`src/rtl/alu_div.sv`:
```
// rtl/alu_div.sv - multi-cycle unsigned restoring divider, one quotient bit per clock
module alu_div #(
  parameter int DSIZE = 16
) (
  input  logic             clk,
  input  logic             rst_n,
  input  logic             start,
  input  logic [DSIZE-1:0] a,
  input  logic [DSIZE-1:0] b,
  output logic             busy,
  output logic             done,
  output logic [DSIZE-1:0] quot,
  output logic [DSIZE-1:0] rem,
  output logic             zero,
  output logic             div_by_zero
);

  localparam int CW = $clog2(DSIZE + 1);

  typedef enum logic {IDLE, RUN} state_t;

  state_t           state;
  logic [DSIZE-1:0] dvd;      // dividend shifting out at the top, quotient shifting in at the bottom
  logic [DSIZE-1:0] dvs;
  logic [DSIZE:0]   prem;     // partial remainder, one extra bit so the shift never overflows
  logic [CW-1:0]    cnt;

  logic [DSIZE:0]   shifted;
  logic [DSIZE:0]   trial;
  logic [DSIZE:0]   nxt_rem;
  logic [DSIZE-1:0] nxt_q;

  // One restoring step: shift in the next dividend bit, trial-subtract, keep or restore
  always_comb begin
    shifted = (prem << 1) | {{DSIZE{1'b0}}, dvd[DSIZE-1]};
    trial   = shifted - {1'b0, dvs};
    nxt_rem = trial[DSIZE] ? shifted : trial;
    nxt_q   = {dvd[DSIZE-2:0], ~trial[DSIZE]};
  end

  // Control FSM with datapath and registered result outputs
  always_ff @(posedge clk or negedge rst_n) begin
    if (!rst_n) begin
      state       <= IDLE;
      busy        <= 1'b0;
      done        <= 1'b0;
      quot        <= '0;
      rem         <= '0;
      zero        <= 1'b0;
      div_by_zero <= 1'b0;
      dvd         <= '0;
      dvs         <= '0;
      prem        <= '0;
      cnt         <= '0;
    end else begin
      done <= 1'b0;
      case (state)
        IDLE: begin
          if (start) begin
            if (b == '0) begin
              // Division by zero completes immediately without iterating
              quot        <= '1;
              rem         <= a;
              zero        <= 1'b0;
              div_by_zero <= 1'b1;
              done        <= 1'b1;
            end else begin
              dvd   <= a;
              dvs   <= b;
              prem  <= '0;
              cnt   <= CW'(DSIZE);
              state <= RUN;
              busy  <= 1'b1;
            end
          end
        end
        RUN: begin
          dvd  <= nxt_q;
          prem <= nxt_rem;
          cnt  <= cnt - CW'(1);
          if (cnt == CW'(1)) begin
            quot        <= nxt_q;
            rem         <= nxt_rem[DSIZE-1:0];
            zero        <= (nxt_q == '0);
            div_by_zero <= 1'b0;
            done        <= 1'b1;
            state       <= IDLE;
            busy        <= 1'b0;
          end
        end
        default: begin
          state <= IDLE;
          busy  <= 1'b0;
        end
      endcase
    end
  end

endmodule

```
`config.mk`:
```
export PLATFORM = sky130hd
export DESIGN_NAME = alu_div
export DESIGN_NICKNAME = d
export VERILOG_FILES = /design/src/rtl/alu_div.sv
export SDC_FILE = /design/constraint.sdc
export NUM_CORES = 1
export LEC_CHECK = 0
export CORE_ASPECT_RATIO = 1.5
export CORE_MARGIN = 2
export CORE_UTILIZATION = 49
export CTS_CLUSTER_SIZE = 40
export DETAILED_ROUTE_END_ITERATION = 7
export PLACE_DENSITY_LB_ADDON = 0.3
export SLEW_MARGIN = 20
export SYNTH_ARGS = -nofsm -noshare
export SYNTH_HDL_FRONTEND = slang
export SYNTH_SLANG_ARGS = --single-unit
```
`constraint.sdc`:
```
create_clock -name clk -period 2.9 [get_ports clk]
set_input_delay 0.58 -clock clk [delete_from_list [all_inputs] [get_ports clk]]
set_output_delay 0.58 -clock clk [all_outputs]
set_load 0.005 [all_outputs]
```
# Word level (Yosys, flattened, before mapping)
# Cells that the tools add are included.
# op_classes
addsub	2
n_eq_ne	5
muxes	37
bitwise_logic	4
n_reduce_logical	6
# op_table
cell	count
16-bit two-way mux	11
16-bit case mux with 2 select lines	4
16-bit logical NOT	2
17-bit by 1-bit bitwise OR with 17-bit output	1
17-bit by 16-bit subtractor with 17-bit output	1
1-bit two-way mux	14
5-bit two-way mux	2
1-bit case mux with 2 select lines	5
5-bit case mux with 2 select lines	1
3-bit AND reduction	3
2-bit != test, second input constant	3
5-bit by 1-bit equality test with 1-bit output, second input constant	1
5-bit by 1-bit subtractor with 5-bit output, second input constant	1
1-bit inverter	3
2-bit by 1-bit != test with 1-bit output, second input constant	1
2-bit AND reduction	1
# word_totals
reg_bits	90
inputBits	35
output_inout_bits	36
elab_cells	65

# Logic depth before layout (Yosys ltp)
# Gate-level depths: netlist of the first run.
# logic_depth
depth_word	6
ltp_mapped	12
ltp_nobuf	11

# Worst setup path before layout of the first run
# No wires, ideal clock.
# synth_path
path_type	register -> register
start	register dvd[15]
end	register rem[10]
arrival_time_ns	2.687
t_required_ns	2.774
path_slack_ns	0.087
stages_incl_launch_ff	12
path_buffers	1
period_less_slack_ns	2.813
path_cell_list	dfrtp_1 > inv_1 > ha_1 > inv_1 > fa_1 > a211oi_2 > o211ai_2 > and3_1 > a211oi_2 > buf_6 > mux2_2 > a221o_1
# synth_between
elab_chain_len	5
# synth_lines
element	line_no	text
from (decl)	23	logic [DSIZE-1:0] dvd;
from (signal assigned)	78	dvd <= nxt_q;
17-bit by 1-bit bitwise OR with 17-bit output	35	shifted = (prem << 1) | {{DSIZE{1'b0}}, dvd[DSIZE-1]};
17-bit by 16-bit subtractor with 17-bit output	36	trial = shifted - {1'b0, dvs};
16-bit two-way mux	37	nxt_rem = trial[DSIZE] ? shifted : trial;
16-bit two-way mux	81	if (cnt == CW'(1)) begin
16-bit case mux with 2 select lines	57	case (state)
to (signal assigned)	83	rem <= nxt_rem[DSIZE-1:0];
to (decl)	13	output logic [DSIZE-1:0] rem,
# No other way between the ends. The select of a mux whose other input is x is not followed.
# A chain may end at the register's enable or synchronous reset.

# Worst setup path after layout of the first run
# Same ends and word-level chain as after synthesis.

==> results_dict.tcl, run 1 <==
set metrics [dict create \
    clockBufferDepth 2 \
    wirelength_mm 13.3 \
    timing.critical_path.mode_cell "inv_1" \
    rows 44 \
    vias 4301 \
    outcome "finished clean" \
    slew_viol_final 0 \
    cap_viol_max_count 0 \
    slew_headroom 0.300 \
    cp_slowest_cell "dfrtp_1" \
    clk_latency_ps 340 \
    ant_nets 0 \
    route.detailed.drc 0 \
    numPortBuffers 70 \
    synth_edf_count 0 \
    die_area_um2 10800 \
    antenna_cells 0 \
    rsz0062_at_grt "true" \
    dp_cells 708 \
    top_layer_used "met4" \
    viasPerCell 5.92 \
    p_total_w 0.00870 \
    cts_sinks 90 \
    cp_slowest_stage_delay_ps 370 \
    synth_ff_type "dfrtp_1" \
    place_ws_ps 38.1 \
    post-dp-hpwl_mm 9.60 \
    final_nets 661 \
    fin_ws_ps 119 \
    min_period_ps 2780 \
    period_share 0.959 \
    grt_overflow 0 \
    grt_pass1_vias 4349 \
    synth_nets 589 \
    die_h_um 126 \
    htreeDepth 3 \
    layout_common_cells "dfrtp_1, nand2_1, clkdlybuf4s50_1, nor2_1, o21ai_0" \
    path_buf_inv 3 \
    grt_antenna_before_repair 0 \
    dr_wl_met2_mm 6.91 \
    avgSynthCellArea_um2 9.12 \
    syn_to_final_growth_pct 24.6 \
    wl_met3_um 658 \
    die_x_um 85.5 \
    final_cells 727 \
    core-area_um2 9690 \
    grt_max_degree 49 \
    start_util 0.503 \
    min_path_type "in2async" \
    fmaxAchievable_mhz 360 \
    leakage_nw 2.74 \
    layout_commonest_cell "dfrtp_1" \
    cp.arrival_ps 3010 \
    cp.depth 12 \
    clock_skew_ps 3.61 \
    cts_tree "yes" \
    ctsHoldBuffers 0 \
    numCtsBuffers 9 \
    root_buffer "clkbuf_16" \
    ys_seq_elements 90 \
    path_clk_slew_ps 60 \
    wl_met1_mm 5.27 \
    synth_area_um2 4880 \
    p_per_area_nw_per_um2 1430 \
    track_usage 0.252 \
    grt_pass1_wl_mm 21.4 \
    ir_drop_mv 0.756 \
    final_layout_size_suffix_gt1_frac 0.0948 \
    first_pass_iters 5 \
    tightest_slew_ps 1050 \
    synth_warnings 0 \
    gp_congestion 0.940 \
    io_pins 71 \
    wire_per_inst_um 18.3 \
    r2r_cells 12 \
    startpoint_type "flip-flop" \
    cp-end-kind "flip-flop" \
    setup_viol 0 \
    initialDrtViolationCount 265 \
    path_class "reg2reg" \
    crit_family "compound AO/OA/AOI/OAI gates" \
    async_reset_ff_frac 1.00 \
    final_hold_viol_count 0 \
    synth_cell_types 53 \
    synthCells 535 \
    path_max_fanout 3 \
    yosysSeqAreaShare 0.462 \
    critPathRequiredTime_ps 3130 \
    cp_cell_sequence "inv_1 -> ha_1 -> inv_1 -> fa_2 -> a211oi_2 -> o211ai_2 -> buf_4 -> a21o_1 -> a21oi_2 -> xnor2_1 -> mux2_2 -> a221o_1" \
]
-- power by group --
group | leakage, nW | switching (W) | internal (W)
combinational | 1.57 | 0.00274 | 0.00235
sequential | 1.02 | 0.000473 | 0.00188
clock | 0.156 | 0.000485 | 0.000776
-- layout make-up --
| cell class | instances | area [µm²] |
|---|---|---|
| Inverter | 22 | 82.6 |
| Fill cell | 811 | 3610 |
| Multi-Input combinational cell | 394 | 2420 |
| Clock inverter | 5 | 77.6 |
| Clock buffer | 11 | 243 |
| Tap cell | 115 | 144 |
| Sequential cell | 90 | 2250 |
| Timing Repair Buffer | 90 | 861 |
-- path summary, 6_finish.rpt --
check                                to  startpoint  slack (ps)
worst max-delay path            rem[10]     dvd[15]         120
worst min-delay path            prem[4]       rst_n         260
worst max register to register  rem[10]     dvd[15]         120
worst min register to register     busy        busy         500
max in group asynchronous        cnt[0]       rst_n        1990
min in group clk                   busy        busy         500
-- registers in the layout (all words and copies together) (netlist names) --
name,flops
busy,1
quot,16
zero,1
done,1
dvd,16
state,1
dvs,16
rem,16
prem,16
cnt,5
div_by_zero,1
-- synth_stat cells, types with 2 or more instances --
cell type	n	share of area
a22oi_1	3	0.0046
mux2i_1	22	0.045
inv_1	22	0.017
nor4_1	8	0.010
o21ai_0	41	0.042
nand2_1	87	0.067
nand4_1	5	0.0064
nor3_1	3	0.0031
a21o_1	8	0.012
mux2_2	8	0.018
and2_1	3	0.0038
buf_2	6	0.0062
a211oi_2	2	0.0051
nor2b_1	2	0.0026
o221ai_1	4	0.0072
xnor2_1	9	0.016
a21oi_1	37	0.038
o22ai_1	6	0.0077
nor2_1	59	0.045
o21ai_1	2	0.0021
or3_1	3	0.0038
xor2_1	6	0.011
a2bb2oi_1	2	0.0036
o31ai_1	4	0.0062
clkbuf_1	18	0.014
a22o_1	5	0.0090
a31oi_1	17	0.022
nand3_1	4	0.0041
buf_6	3	0.0069
dfrtp_1	90	0.46
a221o_1	4	0.0082
or2_2	2	0.0026
nand2b_1	2	0.0026
buf_1	2	0.0015
ha_1	18	0.046
-- what timing repair did --
item                                    4_1_cts  5_1_grt
pin swaps                                     2        3
endpoints found under the setup margin        3       13
gates resized for setup                       1        2
buffers inserted                              2        1
gates cloned                                  0        0
-- cell families (layout without fill, tap and decap cells) --
kind of cell,count (synthesis),in the layout,share of synthesized area
flip-flops,90,90,0.462
AO/OA/AOI/OAI,147,147,0.191
AND/OR/NAND/NOR,183,183,0.161
adder cells (fa/ha/maj),19,19,0.0503
buffers and inverters,51,128,0.0454
XOR/XNOR,15,15,0.0269
multiplexers,30,30,0.0636
-- routing by layer --
| layer | GRT usage | up-vias |
|---|---|---|
| met2 | 0.434 | 143 |
| li1 | - | 2026 |
| met3 | 0.0400 | 33 |
| met4 | 0.122 | 0 |
| met5 | 0 | - |
| met1 | 0.304 | 2099 |
-- per-stage QoR --
| step | TNS, ps | utilization | hold WS [ps] | instance area (µm²) |
|---|---|---|---|---|
| after detailed placement | 0 | 0.591 | 491 | 5730 |
| after global placement | 0 | 0.591 | 480 | 5730 |
| after global routing | -3.97 | 0.628 | 309 | 6080 |
| final | 0 | 0.628 | 257 | 6080 |
| after floorplan | 0 | - | 284 | 4880 |
| after CTS | 0 | 0.626 | 274 | 6070 |
No activity file was read; power rests on OpenSTA's default activity.
==> inputs of run 2 (changes only) <==
--- a/config.mk
+++ b/config.mk
@@ -6,7 +6,7 @@
 export NUM_CORES = 1
 export LEC_CHECK = 0
 export CORE_ASPECT_RATIO = 1.5
-export CORE_MARGIN = 2
+export CORE_MARGIN = 4
 export CORE_UTILIZATION = 49
 export CTS_CLUSTER_SIZE = 40
 export DETAILED_ROUTE_END_ITERATION = 7
==> constraint.sdc (replaced) <==
create_clock -name clk -period 2.9 [get_ports clk]
set_input_delay 0.435 -clock clk [delete_from_list [all_inputs] [get_ports clk]]
set_output_delay 0.435 -clock clk [all_outputs]
set_load 0.005 [all_outputs]
==> results_dict.tcl, run 2 (synthesis gave the netlist of run 1 again) <==
set metrics [dict create \
    outcome "finished clean" \
    ant_nets 0 \
    cap_viol_max_count 0 \
    grt_overflow 0 \
    leakage_nw 2.74 \
    syn_to_final_growth_pct 25.0 \
    wire_per_inst_um 18.4 \
    final_hold_viol_count 0 \
    dp_cells 711 \
    timing.critical_path.mode_cell "a211oi_2" \
    cp_cell_sequence "inv_2 -> ha_2 -> inv_1 -> fa_2 -> a211oi_2 -> o211ai_2 -> and3_4 -> a211oi_2 -> buf_4 -> mux2_2 -> a221o_1" \
    slew_viol_final 0 \
    final_area_um2 6100 \
    rows 44 \
    die_h_um 130 \
    cp_slowest_cell "dfrtp_1" \
    layout_commonest_cell "dfrtp_1" \
    path_clk_slew_ps 60 \
    p_per_area_nw_per_um2 1430 \
    crit_family "compound AO/OA/AOI/OAI gates" \
    wl_met1_mm 5.42 \
    p_total_w 0.00869 \
    die_area_um2 11600 \
    r2r_setup_slack_ps 120 \
    grt_antenna_before_repair 0 \
    clockBufferDepth 2 \
    ctsHoldBuffers 0 \
    final_layout_size_suffix_gt1_frac 0.104 \
    rsz0062_at_grt "false" \
    core-area_um2 9690 \
    start_util 0.503 \
    grt_pass1_wl_mm 21.9 \
    route.detailed.drc 0 \
    grt_max_degree 48 \
    path_buf_inv 3 \
    post-dp-hpwl_mm 9.93 \
    ir_drop_mv 0.770 \
    grt_pass1_vias 4319 \
    vias 4262 \
    htreeDepth 3 \
    min_path_type "in2async" \
    root_buffer "clkbuf_16" \
    regArea_um2 2250 \
    fmaxAchievable_mhz 360 \
    rr_startpoint "dvd[15]" \
    min_period_ps 2780 \
    r2r_end "rem[9]" \
    placed_area_um2 5740 \
    die_x_um 89.5 \
    startpoint_type "flip-flop" \
    endpoint "rem[9]" \
    numCtsBuffers 9 \
    cts_tree "yes" \
    clk_latency_ps 340 \
    cp.arrival_ps 3000 \
    antenna_cells 0 \
    io_pins 71 \
    top_layer_used "met4" \
    wirelength_mm 13.4 \
    setup_viol 0 \
    path_max_fanout 5 \
    track_usage 0.247 \
    cp-end-kind "flip-flop" \
    crit_path_start "dvd[15]" \
    path_class "reg2reg" \
    cp.depth 11 \
    viasPerCell 5.85 \
    cts_sinks 90 \
    cp_slowest_stage_delay_ps 390 \
    numPortBuffers 70 \
    multi_input_area_um2 2430 \
    gp_congestion 0.951 \
    period_share 0.957 \
    final_cells 729 \
    wl_met3_um 763 \
    r2r_cells 11 \
    final_nets 663 \
    fill_cells 823 \
    dr_wl_met2_mm 6.69 \
    setup_tns_ps 0 \
    clock_skew_ps 5.22 \
    layout_common_cells "dfrtp_1, nand2_1, clkdlybuf4s50_1, nor2_1, o21ai_0" \
    hold_ws_ps 114 \
    critPathRequiredTime_ps 3120 \
    initialDrtViolationCount 311 \
    first_pass_iters 5 \
    slew_headroom 0.239 \
    tightest_slew_ps 1140 \
]
-- run 2: power breakdown --
part / total [W] / switching [W] / internal, W
registers: 0.00238 / 0.000497 / 0.00188
clock network: 0.00126 / 0.000483 / 0.000776
logic: 0.00505 / 0.00269 / 0.00236
-- run 2: stage by stage --
step                      worst slack [ps]  utilization
after floorplan                       87.5            -
after global placement                72.3        0.592
after detailed placement             -13.8        0.592
after CTS                             42.8        0.627
after global routing                  2.02        0.629
final                                  124        0.629
-- run 2: layout make-up --
class | count | share of cell area
sequential | 90 | 0.369
inverter | 22 | 0.0135
clock buffer | 11 | 0.0398
multi-input combinational | 394 | 0.399
timing repair buffer | 92 | 0.142
tap | 115 | 0.0236
clock inverter | 5 | 0.0127
-- run 2: worst min-delay path by stage --
stage / startpoint / endpoint / slack [ps] / cells past startpoint
2_1_floorplan: rst_n / busy / 140 / 0
3_3_place_gp: rst_n / dvs[2] / 480 / 1
3_5_place_dp: rst_n / dvs[4] / 490 / 1
4_1_cts: rst_n / dvs[4] / 130 / 1
5_1_grt: rst_n / dvs[2] / 160 / 1
6_report: rst_n / dvs[2] / 110 / 1
-- run 2: what timing repair did --
action / in CTS / in global routing
buffers inserted: 2 / 0
pin swaps: 3 / 2
cloned: 0 / 0
endpoints found under the setup margin: 3 / 10
gates resized for setup: 1 / 7
-- run 2: metal layers --
layer  global-route usage  vias up
met5                    0        -
met2                0.408      155
met4                0.124        0
li1                     -     2037
met1                0.305     2040
met3               0.0474       30
==> patch 1: new RTL, flow settings as in run 1 <==
`DSIZE`: 16 -> 8.
--- a/src/rtl/alu_div.sv
+++ b/src/rtl/alu_div.sv
@@ -1,6 +1,6 @@
 // rtl/alu_div.sv - multi-cycle unsigned restoring divider, one quotient bit per clock
 module alu_div #(
-  parameter int DSIZE = 16
+  parameter int DSIZE = 8
 ) (
   input  logic             clk,
   input  logic             rst_n,
Ports: changed (resized a, b, quot and rem); port bits go from 71 to 39. No check against the original RTL was run, so the function may have changed too.
==> patch 1 against run 1 <==
Hold slack lost 0.048 ns; worst setup slack better by 0.11 ns; clock skew is 0.0015 ns higher; die area fell by 46%; sequential cell count fell by 41; synthesized area decreased by 48%; largest power group unchanged; combinational power fell by 59%; cell area decreased by 49%; largest cell class is now flip-flops and latches; total power fell by 57%; global-route usage fell by 4.3 points; routed wire length shrank 58%.
==> patch 1: results (changes against run 1) <==
Critical path
  – Top fanout value on the critical path: 6 (+3)
  – Worst R2R End: rem[0]
  – Crit path largest cell delay: 0.42 ns (+0.05 ns)
  – Reg2reg start: dvd[7]
  – Worst R2R Path Depth: 10 (-2)

Detailed routing
  – WL met2: 2860 µm (-59%)
  – Starting DRT DRC Count: 128 (-52%)
  – DR vias: 2048 (-52%)
  – DR vias/cell: 5.46 (-7.7%)
  – WL met3: 190 µm (-71%)
  – Routed wire length: 5590 µm (-58%)
  – 1st-pass router iterations: 4 (-1)

CTS
  – TritonCTS Buffers: 5 (-4)
  – Clk root buf: clkbuf_8
  – Clock transition at path regs: 0.10 ns (+0.04 ns)
  – H-Tree Depth: 2 (-1)
  – # Post-CTS Setup Buffers: 0 (-2)

Final layout
  – Share of layout cells above drive strength 1: 10.7% (+1.3 points)
  – # fillers: 465 (-43%)

Placement
  – Placer Congestion: 0.819 (-13%)
  – Placed cell count: 367 (-48%)
  – Post-DP HPWL: 4210 µm (-56%)
  – Port Buffers: 38 (-46%)
  – Setup Slack @ Placement: 0.268 ns (+0.230 ns)

Power
  – Sequential power: 1.26 mW (-46%)
  – Clock network power: 0.421 mW (-67%)
  – Peak supply drop: 0.604 mV (-20%)
  – Int Power: 2.20 mW (-56%)
  – Lkg Pwr: 1.34 nW (-51%)

Logic synthesis
  – Unique masters post-synth: 49 (-7.5%)
  – Mean Syn Cell Area: 9.66 µm² (+5.9%)
  – Dominant cells by area after synthesis: dfrtp_1, nand2_1, ha_1, nor2_1, mux2i_1
  – Commonest cells in the synthesized netlist: dfrtp_1, nand2_1, nor2_1, a21oi_1, o21ai_0
  – Syn nets: 293 (-50%)
  – Sequential-to-total area share from yosys stat: 48.3% (+2.1 points)

STA
  – Tightest Pin Transition: 0.482 ns (-0.564 ns)
  – Final min period: 2.67 ns (-0.110 ns)

Status
  – Status: finished, final reports clean

Global routing
  – GR Layer Usage met2: 35.9% (-7.5 points)
  – Total GRT Usage: 20.9% (-4.3 points)
  – Grt met3 use: 3.07% (-0.93 points)
-- patch 1: logic make-up after synthesis --
| group | Yosys count | synth area share, % |
|---|---|---|
| compound gates | 67 | 16.6 |
| buf+inv | 25 | 4.48 |
| flops | 49 | 48.3 |
| fa+ha+maj | 11 | 5.71 |
| xor+xnor | 6 | 2.07 |
| mux | 12 | 4.83 |
| simple gates | 93 | 18.0 |
-- patch 1: area by class of cell --
cell class | instances | area, µm² | share of cell area [%]
clock buffer | 5 | 68.8 | 2.22
clock inverter | 3 | 26.3 | 0.847
inverter | 14 | 52.6 | 1.69
multi-input combinational | 189 | 1200 | 38.7
sequential | 49 | 1230 | 39.5
tap | 68 | 85.1 | 2.74
timing repair buffer | 47 | 443 | 14.3
-- patch 1: per-stage QoR --
stage | area (µm²) | utilization, %
2_1_floorplan | 2540 | -
3_3_place_gp | 3010 | 59.1
3_5_place_dp | 3010 | 59.1
4_1_cts | 3100 | 61.0
5_1_grt | 3100 | 61.0
6_report | 3100 | 61.0
==> patch 2: new RTL, config.mk and constraints of run 1 <==
Without the edit above. Register the inputs `start`, `a` and `b` before use. The logic sees them one clock later.
--- a/src/rtl/alu_div.sv
+++ b/src/rtl/alu_div.sv
@@ -18,6 +18,16 @@
   localparam int CW = $clog2(DSIZE + 1);
 
   typedef enum logic {IDLE, RUN} state_t;
+
+  logic start_q;
+  logic [DSIZE-1:0] a_q;
+  logic [DSIZE-1:0] b_q;
+
+  always_ff @(posedge clk) begin
+    start_q <= start;
+    a_q     <= a;
+    b_q     <= b;
+  end
 
   state_t           state;
   logic [DSIZE-1:0] dvd;      // dividend shifting out at the top, quotient shifting in at the bottom
@@ -56,17 +66,17 @@
       done <= 1'b0;
       case (state)
         IDLE: begin
-          if (start) begin
-            if (b == '0) begin
+          if (start_q) begin
+            if (b_q == '0) begin
               // Division by zero completes immediately without iterating
               quot        <= '1;
-              rem         <= a;
+              rem         <= a_q;
               zero        <= 1'b0;
               div_by_zero <= 1'b1;
               done        <= 1'b1;
             end else begin
-              dvd   <= a;
-              dvs   <= b;
+              dvd   <= a_q;
+              dvs   <= b_q;
               prem  <= '0;
               cnt   <= CW'(DSIZE);
               state <= RUN;
Formal check against the unedited RTL: not equivalent (a bounded check fails within 4 cycles, from zero or initial values and one cycle with rst_n low).
==> patch 2 against run 1 <==
Routed wire length decreased by 2.8%; sequential share of layout area increased by 4.4 points; synthesized area increased by 12%; sequential power increased by 23%; sequential cell count increased by 33; synthesized cell count increased by 0.75%; via count about the same; worst setup slack got worse by 0.018 ns; cell area increased by 16%; combinational power increased by 4%; non-clock buffer count decreased by 5; clock power increased by 79%; total power increased by 20%; largest cell class is now flip-flops and latches.
==> patch 2: results (changes against run 1) <==
Global routing
  – Vias in the first global route: 4372 (+0.53%)
  – Total GRT Usage: 22.9% (-2.3 points)
  – Gr ovfl total: 0 (unchanged)
  – Largest net degree at the start of global routing: 58 (+18%)
  – First-pass GRT wire length: 21700 µm (+1.2%)
  – Initial antenna violation count: 0 (unchanged)

Critical path
  – Reg2reg start: prem[5]
  – Critical-path top delay cell: a211oi_1
  – Top fanout value on the critical path: 5 (+2)
  – Worst R2R End: rem[15]
  – Setup crit end kind: flip-flop
  – Worst R2R Path Depth: 8 (-4)
  – Reg2Reg Setup Slack: 0.10 ns (-0.02 ns)
  – Crit path largest cell delay: 0.47 ns (+0.10 ns)
  – Crit path arrival time: 3.11 ns (+0.10 ns)
  – Crit path launch type: flip-flop

Placement
  – Placer Congestion: 0.885 (-5.8%)
  – Post-DP HPWL: 9080 µm (-5.4%)
  – Port Buffers: 70 (unchanged)

Hold path
  – Hold/Removal Path Class: in -> async

Logic synthesis
  – Unique masters post-synth: 54 (+1.9%)
  – Commonest cells in the synthesized netlist: dfrtp_1, nand2_1, a21oi_1, nor2_1, o21ai_0
  – Syn nets: 593 (+0.68%)
  – Sequential-to-total area share from yosys stat: 53.4% (+7.2 points)
  – Async SR Flop Fraction: 73.2% (-27 points)
  – Dominant cells by area after synthesis: dfrtp_1, dfxtp_1, nand2_1, ha_1, a21oi_1
  – Syn. warnings: 0 (unchanged)

CTS
  – Clock transition at path regs: 0.06 ns (about the same)
  – Clock latency on the worst-skew pair: 0.43 ns (+0.09 ns)
  – Clock buffer depth: 2 (unchanged)
  – Clk root buf: clkbuf_16
  – TritonCTS Buffers: 17 (+8)
  – H-Tree Depth: 4 (+1)

STA
  – Setup Skew: 0.00861 ns (+0.00501 ns)
  – Slew margin rel.: 62.1% (+32 points)
  – Sum Neg Setup Slack: 0 ns (unchanged)

Final layout
  – Nets: 670 (+1.4%)
  – # diodes: 0 (unchanged)
  – Share of layout cells above drive strength 1: 12.2% (+2.8 points)

Detailed routing
  – DR vias/cell: 5.54 (-6.4%)
  – Routed wire length: 12900 µm (-2.8%)
  – Starting DRT DRC Count: 254 (-4.2%)
  – 1st-pass router iterations: 5 (unchanged)

Status
  – Status: finished, final reports clean

Power
  – Lkg Pwr: 2.99 nW (+9.4%)
  – Peak supply drop: 0.671 mV (-11%)
patch 2: cell types whose count changed in the layout (fill, tap and decap cells not counted), sizes merged, moves of 4 or more:
cell,run 1,this run
a21oi,38,44
o221ai,5,1
mux2,8,18
nand2,88,74
buf,21,16
clkinv,2,7
mux2i,22,18
dfxtp,0,33
clkbuf,11,18
a21o,8,2
nor2,59,41
o22ai,6,18
patch 2: cell families (layout without fill, tap and decap cells):
family / count (synthesis) / count (layout) / synth area share [%]
AOI/OAI and AO/OA: 152 / 152 / 17.3
muxes: 36 / 36 / 7.22
and+or+nand+nor: 143 / 143 / 11.1
adders and majority gates: 19 / 19 / 4.49
DFF: 123 / 123 / 53.4
buffers and inverters: 51 / 141 / 3.80
xor gates and xnor gates: 15 / 15 / 2.75
patch 2: area by class of cell:
cell class,instances,area (µm²)
clock inverter,14,196
timing repair buffer,85,848
multi-input combinational,365,2350
fill,886,3910
tap,147,184
sequential,123,2910
clock buffer,18,439
inverter,24,90.1
patch 2: stage by stage:
| stage | worst slack, ns | area [µm²] | cells | utilization [%] | hold WS [ns] |
|---|---|---|---|---|---|
| CTS | 0.0382 | 7010 | 776 | 64.1 | 0.165 |
| global route | 0.0236 | 7020 | 776 | 64.2 | 0.179 |
| floorplan | 0.209 | 5460 | 539 | - | 0.284 |
| global placement | 0.141 | 6380 | 744 | 58.3 | 0.446 |
| finish | 0.101 | 7020 | 776 | 64.2 | 0.143 |
| detailed placement | 0.0667 | 6380 | 744 | 58.3 | 0.447 |
patch 2: routing by layer:
layer	routed length [µm]	vias up	GRT usage (%)
met5	0	-	0
met4	471	0	11.4
met3	654	37	6.50
met2	6650	144	38.7
met1	5150	2060	26.9
li1	-	2056	-
patch 2: worst min path at each step:
stage	slack, ns	from	endpoint	cells past startpoint
4_1_cts	0.17	rst_n	quot[11]	1
3_5_place_dp	0.45	b_q[1]	dvs[1]	2
2_1_floorplan	0.28	rst_n	busy	0
5_1_grt	0.18	rst_n	dvd[11]	1
3_3_place_gp	0.45	b_q[3]	dvs[3]	2
6_report	0.14	rst_n	dvd[11]	1
patch 2: critical path, delay by kind of cell (launching register included):
kind	cells	cell delay (ns)
DFF	1	0.42
muxes	1	0.28
AOI/OAI and AO/OA	6	1.57
adders and majority gates	1	0.41
patch 2: repair_timing:
action	4_1_cts	5_1_grt
gates resized for setup	0	3
setup endpoints to repair	0	14
setup buffers	0	0
patch 2: where the power goes:
group / internal [mW] / switching, mW
sequential: 2.40 / 0.498
combinational: 2.53 / 2.74
clock: 1.46 / 0.795
